[config.mk]
export PLATFORM = sky130hd
export DESIGN_NAME = regfile_mp
export DESIGN_NICKNAME = d
export VERILOG_FILES = /design/src/rtl/regfile_mp.sv
export SDC_FILE = /design/constraint.sdc
export NUM_CORES = 2
export LEC_CHECK = 0
export CAP_MARGIN = 20
export CELL_PAD_IN_SITES_DETAIL_PLACEMENT = 1
export CELL_PAD_IN_SITES_GLOBAL_PLACEMENT = 1
export CORE_MARGIN = 2
export CORE_UTILIZATION = 40
export CTS_BUF_LIST = sky130_fd_sc_hd__clkbuf_8 sky130_fd_sc_hd__clkbuf_16
export DETAILED_ROUTE_END_ITERATION = 8
export PLACE_DENSITY = 0.75
export SYNTH_ARGS = -nofsm -noshare
export SYNTH_HDL_FRONTEND = slang
export SYNTH_SLANG_ARGS = --single-unit
[constraint.sdc]
create_clock -name clk -period 81.5 [get_ports clk]
set_input_delay 8.15 -clock clk [delete_from_list [all_inputs] [get_ports clk]]
set_output_delay 8.15 -clock clk [all_outputs]
set_load 0.05 [all_outputs]
[src/rtl/regfile_mp.sv]
// regfile_mp: parametrised multi-port register file with two prioritised
// write ports, optional hardwired-zero register 0, optional write-to-read
// bypass and a per-register busy scoreboard with an occupancy counter.
module regfile_mp #(
  parameter int DW       = 32,
  parameter int AW       = 5,
  parameter bit ZERO_REG = 1'b1,
  parameter bit BYPASS   = 1'b1
) (
  input  logic          clk,
  input  logic          rst,
  input  logic [AW-1:0] ra1,
  input  logic [AW-1:0] ra2,
  output logic [DW-1:0] rd1,
  output logic [DW-1:0] rd2,
  output logic          rd1_busy,
  output logic          rd2_busy,
  input  logic          we0,
  input  logic [AW-1:0] wa0,
  input  logic [DW-1:0] wd0,
  input  logic          we1,
  input  logic [AW-1:0] wa1,
  input  logic [DW-1:0] wd1,
  input  logic          claim,
  input  logic [AW-1:0] claim_addr,
  output logic          claim_ok,
  output logic [AW:0]   busy_count
);

  localparam int DEPTH = 2 ** AW;

  logic [DW-1:0]    mem_r [DEPTH];
  logic [DEPTH-1:0] busy_r;
  logic [AW:0]      count_r;

  logic             w0_eff_s;
  logic             w1_eff_s;
  logic             claim_set_s;
  logic             inc_s;
  logic             dec0_s;
  logic             dec1_s;
  logic [DEPTH-1:0] clr_mask_s;
  logic [DEPTH-1:0] set_mask_s;
  logic [DEPTH-1:0] busy_nxt_s;
  logic [AW:0]      count_nxt_s;

  // True when address a is the hardwired-zero register.
  function automatic logic is_zero(input logic [AW-1:0] a);
    return (ZERO_REG != 1'b0) && (a == {AW{1'b0}});
  endfunction

  // Read mux: zero register, then port 1 bypass, then port 0 bypass, then storage.
  function automatic logic [DW-1:0] read_data(
    input logic [AW-1:0] ra,
    input logic [DW-1:0] stored,
    input logic          w1, input logic [AW-1:0] a1, input logic [DW-1:0] d1,
    input logic          w0, input logic [AW-1:0] a0, input logic [DW-1:0] d0
  );
    logic [DW-1:0] r;
    if (is_zero(ra)) begin
      r = {DW{1'b0}};
    end else if ((BYPASS != 1'b0) && w1 && (a1 == ra)) begin
      r = d1;
    end else if ((BYPASS != 1'b0) && w0 && (a0 == ra)) begin
      r = d0;
    end else begin
      r = stored;
    end
    return r;
  endfunction

  // Busy as seen by issue logic: a same-cycle write (with bypass) hides it.
  function automatic logic eff_busy(
    input logic          ra,
    input logic [AW-1:0] a,
    input logic          w1, input logic [AW-1:0] a1,
    input logic          w0, input logic [AW-1:0] a0
  );
    logic b;
    if (is_zero(a)) begin
      b = 1'b0;
    end else if ((BYPASS != 1'b0) && ((w1 && (a1 == a)) || (w0 && (a0 == a)))) begin
      b = 1'b0;
    end else begin
      b = ra;
    end
    return b;
  endfunction

  // Read ports, busy flags and claim acceptance; everything forced low during reset.
  always_comb begin
    rd1      = {DW{1'b0}};
    rd2      = {DW{1'b0}};
    rd1_busy = 1'b0;
    rd2_busy = 1'b0;
    claim_ok = 1'b0;
    if (!rst) begin
      rd1      = read_data(ra1, mem_r[ra1], we1, wa1, wd1, we0, wa0, wd0);
      rd2      = read_data(ra2, mem_r[ra2], we1, wa1, wd1, we0, wa0, wd0);
      rd1_busy = eff_busy(busy_r[ra1], ra1, we1, wa1, we0, wa0);
      rd2_busy = eff_busy(busy_r[ra2], ra2, we1, wa1, we0, wa0);
      claim_ok = claim & ~eff_busy(busy_r[claim_addr], claim_addr, we1, wa1, we0, wa0);
    end else begin
      claim_ok = 1'b0;
    end
  end

  // Scoreboard next state: writes clear, an accepted claim sets and wins.
  always_comb begin
    w0_eff_s    = we0 & ~is_zero(wa0);
    w1_eff_s    = we1 & ~is_zero(wa1);
    claim_set_s = claim_ok & ~is_zero(claim_addr);
    clr_mask_s  = (w0_eff_s ? ({{(DEPTH-1){1'b0}}, 1'b1} << wa0) : {DEPTH{1'b0}})
                | (w1_eff_s ? ({{(DEPTH-1){1'b0}}, 1'b1} << wa1) : {DEPTH{1'b0}});
    set_mask_s  = claim_set_s ? ({{(DEPTH-1){1'b0}}, 1'b1} << claim_addr) : {DEPTH{1'b0}};
    busy_nxt_s  = (busy_r & ~clr_mask_s) | set_mask_s;
    // Incremental occupancy: only bits that actually change contribute.
    inc_s  = claim_set_s & ~busy_r[claim_addr];
    dec1_s = w1_eff_s & busy_r[wa1] & ~(claim_set_s && (claim_addr == wa1));
    dec0_s = w0_eff_s & busy_r[wa0] & ~(claim_set_s && (claim_addr == wa0))
           & ~(w1_eff_s && (wa1 == wa0));
    count_nxt_s = count_r + {{AW{1'b0}}, inc_s} - {{AW{1'b0}}, dec1_s} - {{AW{1'b0}}, dec0_s};
  end

  // Storage: port 0 first so a colliding port 1 write overrides it.
  always_ff @(posedge clk or posedge rst) begin
    if (rst) begin
      for (int i = 0; i < DEPTH; i++) begin
        mem_r[i] <= {DW{1'b0}};
      end
    end else begin
      if (w0_eff_s) begin
        mem_r[wa0] <= wd0;
      end
      if (w1_eff_s) begin
        mem_r[wa1] <= wd1;
      end
    end
  end

  // Busy bits and occupancy counter.
  always_ff @(posedge clk or posedge rst) begin
    if (rst) begin
      busy_r  <= {DEPTH{1'b0}};
      count_r <= {(AW+1){1'b0}};
    end else begin
      busy_r  <= busy_nxt_s;
      count_r <= count_nxt_s;
    end
  end

  assign busy_count = count_r;

endmodule

# ---- After elaboration in Yosys (flattened, before gate mapping)
# Cells that the tools add are included.
dict set report classes {
  n_addsub 3
  magnitude_cmp 11
  n_eq_ne 9
  shifts 3
  mux 45
  bitwise_logic 26
  n_reduce_logical 19
}
# op count
set ops {}
lappend ops {{bitwise mux 1024 bit} 2}
lappend ops {{2-to-1 mux 1024 bit} 2}
lappend ops {{2-to-1 mux 32 bit} 17}
lappend ops {{binary-select mux 32 bit (select 5 bit)} 2}
lappend ops {{demux 32 bit (select 5 bit)} 2}
lappend ops {{<< shifter 1 x 5 -> 32 bit, first input constant} 3}
lappend ops {{bitwise OR 32 bit} 2}
lappend ops {{== test 5 bit} 9}
lappend ops {{AND 32 bit} 1}
lappend ops {{inverter 32 bit} 1}
lappend ops {{less-than comparator 5 x 6 -> 1 bit, second input constant} 5}
lappend ops {{binary-select mux 1 bit (select 5 bit)} 5}
lappend ops {{logical NOT 5 bit} 5}
lappend ops {{greater-or-equal comparator 6 bit, second input constant} 4}
lappend ops {{inverter 5 -> 6 bit} 4}
lappend ops {{2-to-1 mux 1 bit} 15}
lappend ops {{less-than comparator 6 x 1 -> 1 bit, second input constant} 2}
lappend ops {{subtractor 6 x 1 -> 6 bit} 2}
lappend ops {{logical AND 1 bit} 11}
lappend ops {{AND 1 bit} 10}
lappend ops {{inverter 1 bit} 8}
lappend ops {{adder 6 x 1 -> 6 bit} 1}
lappend ops {{logical OR 1 bit} 3}
dict set report totals {
  register_bits 1062
  input_bits 94
  out_inout_bits 73
  elab_cells 150
}

# ---- Depth between registers and ports, before layout
dict set report depth {
  ltp_word 15
  depth_mapped 18
  depth_no_buf 14
}

# ---- Worst setup path before layout
# OpenSTA, ideal clock, no wires.
dict set report synth_path {
  kind {input-to-output}
  startpoint {in rst}
  endpoint {out rd2[20]}
  arrival_time_ns 39.003
  t_required_ns 73.350
  setup_slack_ns 34.347
  cell_stages 6
  path_buffers 1
  cell_sequence {clkinv_1 -> nand2_1 -> or3_1 -> nor2_2 -> buf_2 -> a221o_1}
}
dict set report synth_between {
  elab_chain_cells 1
}
# item line
set synth_rtl {}
lappend synth_rtl {{start: declaration} 11} ;# input logic rst,
lappend synth_rtl {{2-to-1 mux 32 bit} 97} ;# if (!rst) begin
lappend synth_rtl {{end: declaration} 15} ;# output logic [DW-1:0] rd2,
# Every way passes these cells.

# ---- Worst setup path after layout
dict set report layout_path {
  startpoint {in ra2[4]}
  endpoint {out rd2[7]}
}
dict set report layout_between {
  elab_chain_cells 8
  word_cells_on_any_way 13
  cone_classes {2 x eq/ne; 7 x mux; 1 x bitwise; 3 x reduce/logical}
}
# item line
set layout_rtl {}
lappend layout_rtl {{start: declaration} 13} ;# input logic [AW-1:0] ra2,
lappend layout_rtl {{inverter 5 -> 6 bit (not written as such)} 99} ;# rd2 = read_data(ra2, mem_r[ra2], we1, wa1, wd1, we0, wa0, wd0);
lappend layout_rtl {{binary-select mux 32 bit (select 5 bit)} 99}
lappend layout_rtl {{2-to-1 mux 32 bit (not written as such) (2 in a row)} 99}
lappend layout_rtl {{2-to-1 mux 32 bit} 64} ;# end else if ((BYPASS != 1'b0) && w0 && (a0 == ra)) begin
lappend layout_rtl {{2-to-1 mux 32 bit} 62} ;# end else if ((BYPASS != 1'b0) && w1 && (a1 == ra)) begin
lappend layout_rtl {{2-to-1 mux 32 bit (*)} 60} ;# if (is_zero(ra)) begin
lappend layout_rtl {{2-to-1 mux 32 bit (*)} 97}
# Every way passes the cells marked *; elsewhere a longest branch is shown, timed or not. The select of a mux whose other input is x is not followed.

==> run metrics <==
Critical Path AT 13.54 ns; ratio of cells with drive above 1 in the final layout 0.176; sequential power share 0.417; Layout Cells excl Fill 8585; Clock Tree Buf Depth 3; Primary FF master, synth dfrtp_1; starting DRC count in detailed routing 7158; fin crit period 21.69 ns; Synth Instances 6646; synth cell count leaders a21oi_1 (1097), dfrtp_1 (1062), nor2_1 (1056); detailed placer's ending HPWL 164000 µm; TritonCTS clock tree done; # IOs 167; Area Overhead vs Synth 10.8%; DR DRC count 0; status finished, final reports clean; CP max stage delay 0.87 ns; library cells used by synthesis 56; ranking of synthesized cells by area dfrtp_1 (40%), mux4_2 (22%), mux2i_1 (9.3%), a21oi_1 (8.2%), nor2_1 (5.9%); Synth top area share 0.395; sequential fraction of the synthesis area 0.395; Sw Share 0.324; Post-Syn Nets 6748; clk slew on worst S/H paths 0.06 ns; GRT overflow 0; Die ar. 171000 µm²; drt first pass iters 6; count leader, synth a21oi_1; setup_tns 0 ns; FP Rows 150; H-tree depth 3; antenna-violating nets left 0; Final #Nets 6382; max_cap viols 0; fin util 0.446; first-pass GRT wire length 426000 µm; Yosys Warn Count 0; leading area contributor after synthesis dfrtp_1; Synth Cell Area 67200 µm²; fin. max-slew vios 0; CP Capture Type output port; number of global-route vias before repair 61125; Worst Clk Skew 0.0148 ns; Max Freq 46.1 MHz; P_leak 32.2 nW; Most Frequent Cell on Critical Path buf_4; RSZ-0062 raised after global routing false; Hold Vio Cnt, Final 0; initial core utilization 0.403; Post-Place Cells 8363; clock tree sinks 1062; pwr dens 25.1 nW/µm²; kind of critical path in2out; mean area per synthesized cell 10.1 µm²; Sw Pwr 0.607 mW; Critical Path Start Type input port; postcts setup bufs 0; CP max-delay cell buf_4; die width 414 µm; Yosys reg bits 1062; Logic pwr share 0.268; root buf cell clkbuf_16; Rel. slew slack 0.153; Tot GR Track Use 0.337; Routed WL 292000 µm; Internal Power 1.27 mW; Die Ht 414 µm; Worst-Skew Late Latency 0.80 ns; initial antenna violation count 11; Crit path required time 73.35 ns; port buffer count 166; TritonCTS buffer count 115; largest net degree at the start of global routing 157; worst hold path class reg2reg; Placed Area 70200 µm²; GPL Wtd Cong 0.895; Final Power 1.87 mW; Peak supply drop 0.0190 mV; vias 58536; core box area 167000 µm²; Gates resized, CTS repair 0; worst path cell trace buf_8 > buf_4 > buf_4 > buf_4 > mux4_2 > a22oi_1 > nand2_1 > a221oi_1 > a21oi_1 > clkdlybuf4s50_1; asr flop ratio synth 1.00; Avg WL per Cell 34.1 µm; post-route cell area 74500 µm²; routed vias/inst 6.82; worst slew pin tran 1.27 ns; EDFF count, synth 0; Hold-fix buffers, CTS 0; Clk network pwr share 0.315; fin crit share 0.266; setup violators final 0; Max FO, Critical Path 61
registers in the layout, indices dropped and copies added, names as in the netlist:
name	cells
mem_r	1024
busy_r	32
busy_count	6
critical path: cells and delay by family:
kind | cells | cell delay (ns)
buf+inv | 5 | 3.71
simple gates | 1 | 0.08
compound gates | 3 | 1.03
mux | 1 | 0.42
metrics by stage:
stage	setup slack (ns)	hold slack (ns)
floorplan	34.35	0.441
global placement	59.85	0.377
detailed placement	59.76	0.384
CTS	59.73	0.397
global route	59.42	0.410
finish	59.81	0.395
layout make-up:
class	instances	area, µm²
fill	18136	92600
multi-input combinational	4736	37700
sequential	1062	26600
timing repair buffer	350	3240
clock buffer	139	3210
tap	2204	2760
clock inverter	75	948
inverter	15	63.8
antenna	4	10.0
kinds of logic (layout without fill, tap and decap cells):
logic type	Yosys count	after routing	synth area share
and+or+nand+nor	1754	1754	0.104
muxes	1268	1268	0.308
adders and majority gates	8	8	0.00171
other	0	4	0
buffers and inverters	848	579	0.0532
DFF	1062	1062	0.395
AOI/OAI and AO/OA	1668	1668	0.133
xor gates and xnor gates	38	38	0.00495
final timing paths:
check                           endpoint        from  slack (ns)  depth (start not counted)
hold / removal                mem_r[995]  mem_r[995]        0.40                          0
setup / recovery                  rd2[7]      ra2[4]       59.81                         10
min in group asynchronous      mem_r[63]         rst        8.22                          2
max in group asynchronous     mem_r[795]         rst       69.71                          6
setup reg to reg           busy_count[5]   busy_r[6]       77.46                         13
hold reg to reg               mem_r[995]  mem_r[995]        0.40                          0
power by group through the flow:
stage / Combinational, mW / Sequential (mW) / Clock (mW)
after global placement: 0.473 / 0.770 / 0
after global routing: 0.539 / 0.796 / 0.611
final: 0.502 / 0.781 / 0.590
after CTS: 0.498 / 0.777 / 0.591
after floorplan: 0.379 / 0.750 / 0
after detailed placement: 0.495 / 0.783 / 0
cells in the final DEF (no fill, tap or decap), drive strengths merged, types with 31 or more instances in the layout:
master and instances:
a21oi 1097, a221oi 36, a22oi 75, buf 192
clkbuf 139, clkdlybuf4s50 158, dfrtp 1062, inv 36
mux2i 624, mux4 643, nand2 548, nand3 51
nor2 1060, o21ai 388, o31ai 31
per-layer routing:
metal	routed length, µm	track usage	vias to the layer above
li1	-	-	23269
met3	31600	0.0839	1293
met5	42	0	-
met4	26300	0.262	8
met2	132000	0.521	3709
met1	103000	0.403	30257
Note: power is estimated with default switching activity, not from simulation.
